[src/rtl/wb_port_arbiter_if.sv]
// Writeback-port bundle: ALU and load writeback requests, issue-side hazard
// queries, and the registered register-file write port.
interface wb_port_arbiter_if #(
  parameter int ADDR_WIDTH = 5,
  parameter int DATA_WIDTH = 32
);
  logic                  alu_valid;
  logic [ADDR_WIDTH-1:0] alu_rd;
  logic [DATA_WIDTH-1:0] alu_wd;
  logic                  alu_ready;

  logic                  mem_valid;
  logic [ADDR_WIDTH-1:0] mem_rd;
  logic [DATA_WIDTH-1:0] mem_wd;
  logic                  mem_ready;

  logic                  iss_valid;
  logic [ADDR_WIDTH-1:0] iss_rd;
  logic                  iss_ready;

  logic [ADDR_WIDTH-1:0] rs1;
  logic [ADDR_WIDTH-1:0] rs2;
  logic                  rs1_busy;
  logic                  rs2_busy;

  logic                  we;
  logic [ADDR_WIDTH-1:0] rd;
  logic [DATA_WIDTH-1:0] wd;

  // Arbiter side
  modport slave (
    input  alu_valid, alu_rd, alu_wd,
    output alu_ready,
    input  mem_valid, mem_rd, mem_wd,
    output mem_ready,
    input  iss_valid, iss_rd,
    output iss_ready,
    input  rs1, rs2,
    output rs1_busy, rs2_busy,
    output we, rd, wd
  );

  // Writeback sources, issue logic and register file side
  modport master (
    output alu_valid, alu_rd, alu_wd,
    input  alu_ready,
    output mem_valid, mem_rd, mem_wd,
    input  mem_ready,
    output iss_valid, iss_rd,
    input  iss_ready,
    output rs1, rs2,
    input  rs1_busy, rs2_busy,
    input  we, rd, wd
  );
endinterface

[src/rtl/wb_port_arbiter.sv]
// Round-robin arbiter for the single register-file write port, with a pending-write
// scoreboard for RAW/WAW stalls. Optional conflict counter: define ARB_CONFLICT_CNT_EN.
module wb_port_arbiter #(
  parameter int ADDR_WIDTH = 5,
  parameter int DATA_WIDTH = 32
`ifdef ARB_CONFLICT_CNT_EN
  ,
  parameter int CNT_WIDTH  = 16
`endif
) (
  input  logic             clk,
  input  logic             rst,
  wb_port_arbiter_if.slave bus
`ifdef ARB_CONFLICT_CNT_EN
  ,
  output logic [CNT_WIDTH-1:0] conflict_cnt
`endif
);

  localparam int NREG = 2 ** ADDR_WIDTH;

  // rr_ptr: 0 = ALU favoured on a conflict, 1 = load unit favoured
  logic                  rr_ptr_reg;
  logic                  rr_ptr_next;

  logic                  alu_ready_c;
  logic                  mem_ready_c;
  logic                  grant;
  logic                  conflict;
  logic [ADDR_WIDTH-1:0] grant_rd;
  logic [DATA_WIDTH-1:0] grant_wd;

  logic                  we_reg;
  logic [ADDR_WIDTH-1:0] rd_reg;
  logic [DATA_WIDTH-1:0] wd_reg;

  logic [NREG-1:0]       pending_reg;
  logic [NREG-1:0]       pending_next;
  logic                  iss_ready_c;
  logic                  issue_set;

  // ---------------- arbitration: state register ----------------
  always_ff @(posedge clk) begin
    if (rst) begin
      rr_ptr_reg <= 1'b0;
    end else begin
      rr_ptr_reg <= rr_ptr_next;
    end
  end

  // ---------------- arbitration: next state ----------------
  always_comb begin
    rr_ptr_next = rr_ptr_reg;
    // The loser of a conflict is favoured next time, bounding starvation to one cycle
    if (conflict) begin
      rr_ptr_next = ~rr_ptr_reg;
    end
  end

  // ---------------- arbitration: outputs ----------------
  always_comb begin
    conflict    = bus.alu_valid && bus.mem_valid;
    alu_ready_c = bus.alu_valid && (!bus.mem_valid || !rr_ptr_reg);
    mem_ready_c = bus.mem_valid && (!bus.alu_valid ||  rr_ptr_reg);
    grant       = alu_ready_c || mem_ready_c;
    grant_rd    = mem_ready_c ? bus.mem_rd : bus.alu_rd;
    grant_wd    = mem_ready_c ? bus.mem_wd : bus.alu_wd;
  end

  assign bus.alu_ready = alu_ready_c;
  assign bus.mem_ready = mem_ready_c;

  // ---------------- registered write port ----------------
  always_ff @(posedge clk) begin
    if (rst) begin
      we_reg <= 1'b0;
      rd_reg <= '0;
      wd_reg <= '0;
    end else begin
      // Writes to x0 are accepted from the source but never reach the register file
      we_reg <= grant && (grant_rd != '0);
      if (grant && (grant_rd != '0)) begin
        rd_reg <= grant_rd;
        wd_reg <= grant_wd;
      end
    end
  end

  assign bus.we = we_reg;
  assign bus.rd = rd_reg;
  assign bus.wd = wd_reg;

  // ---------------- pending-write scoreboard ----------------
  assign iss_ready_c = !pending_reg[bus.iss_rd] || (bus.iss_rd == '0);
  assign issue_set   = bus.iss_valid && iss_ready_c && (bus.iss_rd != '0);

  for (genvar gi = 0; gi < NREG; gi++) begin : g_sb
    if (gi == 0) begin : g_x0
      assign pending_next[gi] = 1'b0;
    end else begin : g_reg
      logic set_hit;
      logic clr_hit;
      assign set_hit = issue_set && (bus.iss_rd == ADDR_WIDTH'(gi));
      assign clr_hit = grant && (grant_rd == ADDR_WIDTH'(gi));
      assign pending_next[gi] = set_hit || (pending_reg[gi] && !clr_hit);
    end
  end

  always_ff @(posedge clk) begin
    if (rst) begin
      pending_reg <= '0;
    end else begin
      pending_reg <= pending_next;
    end
  end

  // Busy flags see the scoreboard before this cycle's update; no bypass
  assign bus.iss_ready = iss_ready_c;
  assign bus.rs1_busy  = pending_reg[bus.rs1];
  assign bus.rs2_busy  = pending_reg[bus.rs2];

`ifdef ARB_CONFLICT_CNT_EN
  logic [CNT_WIDTH-1:0] conflict_cnt_reg;

  always_ff @(posedge clk) begin
    if (rst) begin
      conflict_cnt_reg <= '0;
    end else if (conflict && (conflict_cnt_reg != '1)) begin
      conflict_cnt_reg <= conflict_cnt_reg + CNT_WIDTH'(1);
    end
  end

  assign conflict_cnt = conflict_cnt_reg;
`endif

endmodule

[src/flat_wrapper.sv]
// flat-port wrapper written by rule: the top's interface ports become plain ports
module wb_port_arbiter_flat 
#(
  parameter int ADDR_WIDTH = 5,
  parameter int DATA_WIDTH = 32

)
  (clk, rst, bus_alu_valid, bus_alu_rd, bus_alu_wd, bus_alu_ready, bus_mem_valid, bus_mem_rd, bus_mem_wd, bus_mem_ready, bus_iss_valid, bus_iss_rd, bus_iss_ready, bus_rs1, bus_rs2, bus_rs1_busy, bus_rs2_busy, bus_we, bus_rd, bus_wd);
  wb_port_arbiter_if #(.ADDR_WIDTH(ADDR_WIDTH), .DATA_WIDTH(DATA_WIDTH)) bus_i ();
  input  logic clk;
  input  logic rst;
  input wire logic [$bits(bus_i.alu_valid)-1:0] bus_alu_valid;
  input wire logic [$bits(bus_i.alu_rd)-1:0] bus_alu_rd;
  input wire logic [$bits(bus_i.alu_wd)-1:0] bus_alu_wd;
  output wire logic [$bits(bus_i.alu_ready)-1:0] bus_alu_ready;
  input wire logic [$bits(bus_i.mem_valid)-1:0] bus_mem_valid;
  input wire logic [$bits(bus_i.mem_rd)-1:0] bus_mem_rd;
  input wire logic [$bits(bus_i.mem_wd)-1:0] bus_mem_wd;
  output wire logic [$bits(bus_i.mem_ready)-1:0] bus_mem_ready;
  input wire logic [$bits(bus_i.iss_valid)-1:0] bus_iss_valid;
  input wire logic [$bits(bus_i.iss_rd)-1:0] bus_iss_rd;
  output wire logic [$bits(bus_i.iss_ready)-1:0] bus_iss_ready;
  input wire logic [$bits(bus_i.rs1)-1:0] bus_rs1;
  input wire logic [$bits(bus_i.rs2)-1:0] bus_rs2;
  output wire logic [$bits(bus_i.rs1_busy)-1:0] bus_rs1_busy;
  output wire logic [$bits(bus_i.rs2_busy)-1:0] bus_rs2_busy;
  output wire logic [$bits(bus_i.we)-1:0] bus_we;
  output wire logic [$bits(bus_i.rd)-1:0] bus_rd;
  output wire logic [$bits(bus_i.wd)-1:0] bus_wd;
  assign bus_i.alu_valid = bus_alu_valid;
  assign bus_i.alu_rd = bus_alu_rd;
  assign bus_i.alu_wd = bus_alu_wd;
  assign bus_alu_ready = bus_i.alu_ready;
  assign bus_i.mem_valid = bus_mem_valid;
  assign bus_i.mem_rd = bus_mem_rd;
  assign bus_i.mem_wd = bus_mem_wd;
  assign bus_mem_ready = bus_i.mem_ready;
  assign bus_i.iss_valid = bus_iss_valid;
  assign bus_i.iss_rd = bus_iss_rd;
  assign bus_iss_ready = bus_i.iss_ready;
  assign bus_i.rs1 = bus_rs1;
  assign bus_i.rs2 = bus_rs2;
  assign bus_rs1_busy = bus_i.rs1_busy;
  assign bus_rs2_busy = bus_i.rs2_busy;
  assign bus_we = bus_i.we;
  assign bus_rd = bus_i.rd;
  assign bus_wd = bus_i.wd;
  wb_port_arbiter #(.ADDR_WIDTH(ADDR_WIDTH), .DATA_WIDTH(DATA_WIDTH)) u_core (.clk(clk), .rst(rst), .bus(bus_i));
endmodule
[config.mk]
export PLATFORM = sky130hd
export DESIGN_NAME = wb_port_arbiter_flat
export DESIGN_NICKNAME = d
export VERILOG_FILES = /design/src/rtl/wb_port_arbiter_if.sv /design/src/rtl/wb_port_arbiter.sv /design/src/flat_wrapper.sv
export SDC_FILE = /design/constraint.sdc
export NUM_CORES = 1
export LEC_CHECK = 0
export BUFFER_PORTS_ARGS = -buffer_cell sky130_fd_sc_hd__buf_4
export CORE_MARGIN = 4
export CORE_UTILIZATION = 48
export CTS_CLUSTER_DIAMETER = 80
export DETAILED_ROUTE_END_ITERATION = 7
export GPL_TIMING_DRIVEN = 1
export PLACE_DENSITY = 0.75
export SLEW_MARGIN = 30
export SYNTH_ARGS = -nofsm -noshare
export SYNTH_HDL_FRONTEND = slang
export SYNTH_SLANG_ARGS = --single-unit
[constraint.sdc]
create_clock -name clk -period 2.05 [get_ports clk]
set_clock_uncertainty 0.15 [all_clocks]
set_input_delay 0 -clock clk [delete_from_list [all_inputs] [get_ports clk]]
set_output_delay 0 -clock clk [all_outputs]
set_load 0.02 [all_outputs]
==> flow_metrics.env <==
export IMPL_drive_above_1_share_pct=39.2
export IMPL_critical_path_class="reg -> out"
export IMPL_synth_seq_area_share_pct=31.1
export IMPL_start_util_pct=48.9
export IMPL_grt_pass1_vias=5177
export IMPL_fillCellCount=577
export IMPL_finalNetCount=760
export IMPL_finalSetupViolCount=2
export IMPL_numCtsBuffers=9
export IMPL_violations="negative setup slack"
export IMPL_fp_dieH_um=105
export IMPL_stdcell_count=783
export IMPL_drt_pass1_iter_count=5
export IMPL_place_congestion=0.911
export IMPL_worst_hold_path_type="in -> reg"
export IMPL_insertion_delay_ns=0.36
export IMPL_worstPathArrival_ns=1.96
export IMPL_met1_usage_pct=36.1
export IMPL_swShare_pct=32.4
export IMPL_grt_max_degree=37
export IMPL_ys_seq_elements=70
export IMPL_drv_cap=0
export IMPL_min_period_ns=2.11
export IMPL_cp_end_kind="primary output"
export IMPL_dpl_cell_area_um2=5680
export IMPL_dp_cells=685
export IMPL_drc_errors=0
export IMPL_grt_pass1_wl_um=26700
export IMPL_cts_root_buf="clkbuf_8"
export IMPL_outcome="finished, violations left"
export IMPL_grt_usage_pct=30.0
export IMPL_fin_ws_ns=-0.0620
export IMPL_syn_avg_cell_area_um2=9.87
export IMPL_hpwl_um=10100
export IMPL_wl_um=16700
export IMPL_peakVddDrop_mv=0.498
export IMPL_final_area_um2=6800
export IMPL_synth_warning_count=0
export IMPL_clkPwrFrac_pct=30.0
export IMPL_p_int_mw=2.64
export IMPL_cts_sinks=70
export IMPL_coreArea_um2=9200
export IMPL_cts_buffer_depth=2
export IMPL_routed_via_count=4910
export IMPL_grt_setup_unrepaired="yes"
export IMPL_dieArea_um2=11000
export IMPL_syn_inst=456
export IMPL_drt_iter0_markers=336
export IMPL_antenna_found_initial=1
export IMPL_syn_area_um2=4500
export IMPL_holdWs_ns=0.0262
export IMPL_seqPwrFrac_pct=38.4
export IMPL_cp_required_ns=1.90
export IMPL_use_met2_pct=50.7
export IMPL_die_w_um=105
export IMPL_max_slew_worst_pin_slew_ns=0.755
export IMPL_ant_nets=0
export IMPL_period_share_pct=103
export IMPL_htree_num_levels=3
export IMPL_path_clk_slew_ns=0.09
export IMPL_viasPerCell=6.27
export IMPL_io_pins=137
export IMPL_p_leak_nw=2.87
export IMPL_start_kind="register"
export IMPL_tritoncts="done"
export IMPL_grt_overflow=0
export IMPL_combPwrFrac_pct=31.7
export IMPL_ys_types=54
export IMPL_max_freq_mhz=473
export IMPL_routedWlPerCell_um=21.3
export IMPL_pwr_density_cell_nw_per_um2=574
export IMPL_synth_fp_nets=550
export IMPL_port_buffers=136
export IMPL_slew_violations=0
export IMPL_crit_fanout=4
export IMPL_finalHoldViolCount=0
export IMPL_grt_most_used_layer="met2"
export IMPL_postLayoutCoreUtil_pct=73.9
export IMPL_switchingPower_mw=1.26
export IMPL_slew_headroom_pct=49.7
export IMPL_row_count=35
export IMPL_largest_register_ffs=32
export IMPL_syn_to_final_growth_pct=51.0
export IMPL_grt_use_met3_pct=7.29
layout make-up:
cell class                 count  area, µm²  area share (%)
multi-input combinational    333       2940            43.2
timing repair buffer         237       2050            30.2
sequential                    70       1410            20.7
tap                          111        139            2.04
clock buffer                  10        138            2.03
clock inverter                 6       68.8            1.01
inverter                      15       56.3           0.828
antenna                        1       2.50          0.0368
cell families after synthesis:
kind of cell,Yosys count,synth area share [%]
compound gates,176,30.9
xor+xnor,1,0.195
buf+inv,53,6.09
flops,70,31.1
mux,68,20.0
simple gates,88,11.7
per-stage QoR:
stage | setup slack [ns] | TNS (ns) | total power [mW]
final | -0.0620 | -0.0983 | 3.90
after global routing | -0.0864 | -0.182 | 4.04
after CTS | -0.0491 | -0.0957 | 3.83
after detailed placement | 0.0198 | 0 | 2.55
after global placement | 0.0907 | 0 | 2.53
after floorplan | 0.166 | 0 | 2.11
layout by cell type (no fill, tap or decap), types with 6 or more instances in the layout:
cell type	netlist	layout
buf_4	3	153
o311ai_1	7	10
o211ai_1	16	16
a211oi_2	32	34
o311ai_0	9	6
dfxtp_1	70	66
o21ai_0	12	11
o31ai_1	24	23
buf_12	0	6
nor2_1	8	8
nand2_1	15	15
inv_1	12	10
mux2i_1	45	45
clkbuf_8	0	10
mux4_2	17	17
dlygate4sd3_1	0	78
nand2b_1	39	38
a21oi_1	44	39
what timing repair did:
action / 4_1_cts / 5_1_grt
pin swaps: 3 / 2
resized for setup: 13 / 17
cloned: 0 / 0
hold buffers: 78 / 0
endpoints found under the setup margin: 3 / 53
endpoints found under the hold margin: 61 / 0
setup buffers: 1 / 2
worst paths after layout:
path | from | endpoint | slack [ns] | cells after the start
worst max-delay path | u_core.pending_reg[31]$_SDFF_PP0_ | bus_rs2_busy | -0.06 | 5
worst min-delay path | bus_mem_rd[4] | u_core.bus.rd[4]$_SDFFE_PP0P_ | 0.03 | 4
worst max register to register | u_core.rr_ptr_reg$_SDFFE_PP0P_ | u_core.bus.wd[25]$_SDFFE_PP0P_ | 0.02 | 7
worst min register to register | u_core.bus.rd[4]$_SDFFE_PP0P_ | u_core.bus.rd[4]$_SDFFE_PP0P_ | 0.34 | 2
power groups by stage:
stage | Clock, mW | Sequential [mW] | Combinational, mW
after CTS | 1.18 | 1.49 | 1.16
after global routing | 1.22 | 1.50 | 1.31
final | 1.17 | 1.50 | 1.23
after floorplan | 0 | 1.60 | 0.517
after global placement | 0 | 1.52 | 1.02
after detailed placement | 0 | 1.52 | 1.03
Yosys cell counts, drive strengths merged:
cell / n / area [µm²]
a21oi: 44 / 220
and2: 3 / 18.8
nand2b: 39 / 244
nand3: 4 / 20.0
a221oi: 3 / 26.3
a31oi: 5 / 31.3
o21bai: 2 / 15.0
a22oi: 2 / 15.0
mux4: 17 / 383
o22ai: 1 / 12.5
or2: 1 / 6.26
nor3: 1 / 5.00
a311oi: 1 / 8.76
nor2: 8 / 30.0
inv: 15 / 56.3
o32ai: 1 / 8.76
o311ai: 16 / 140
o211ai: 16 / 120
nand4bb: 1 / 11.3
a2111oi: 1 / 8.76
and4: 1 / 8.76
a311o: 1 / 10.0
clkbuf: 13 / 48.8
nand3b: 2 / 15.0
o31ai: 24 / 180
dfxtp: 70 / 1400
and2b: 2 / 15.0
a211oi: 40 / 460
nor4: 5 / 58.8
nand4: 2 / 12.5
a21bo: 1 / 10.0
nand2: 16 / 62.6
o22a: 2 / 18.8
mux2: 6 / 67.6
a32oi: 1 / 8.76
xnor2: 1 / 8.76
buf: 25 / 169
mux2i: 45 / 450
o21ai: 14 / 85.1
o31a: 1 / 8.76
nor2b: 3 / 18.8
worst max-delay path, stage by stage (launching register included):
cell and delay (ns):
dfxtp_2 0.34, mux4_2 0.49, mux4_2 0.49, inv_2 0.07, a21oi_2 0.05, buf_4 0.16
metal layers:
layer,up-vias,part of all wire (%)
met4,0,4.5
met3,74,8.9
met5,-,0
met2,279,49
met1,2344,37
li1,2213,-
Power figures use the tool's default switching activity.
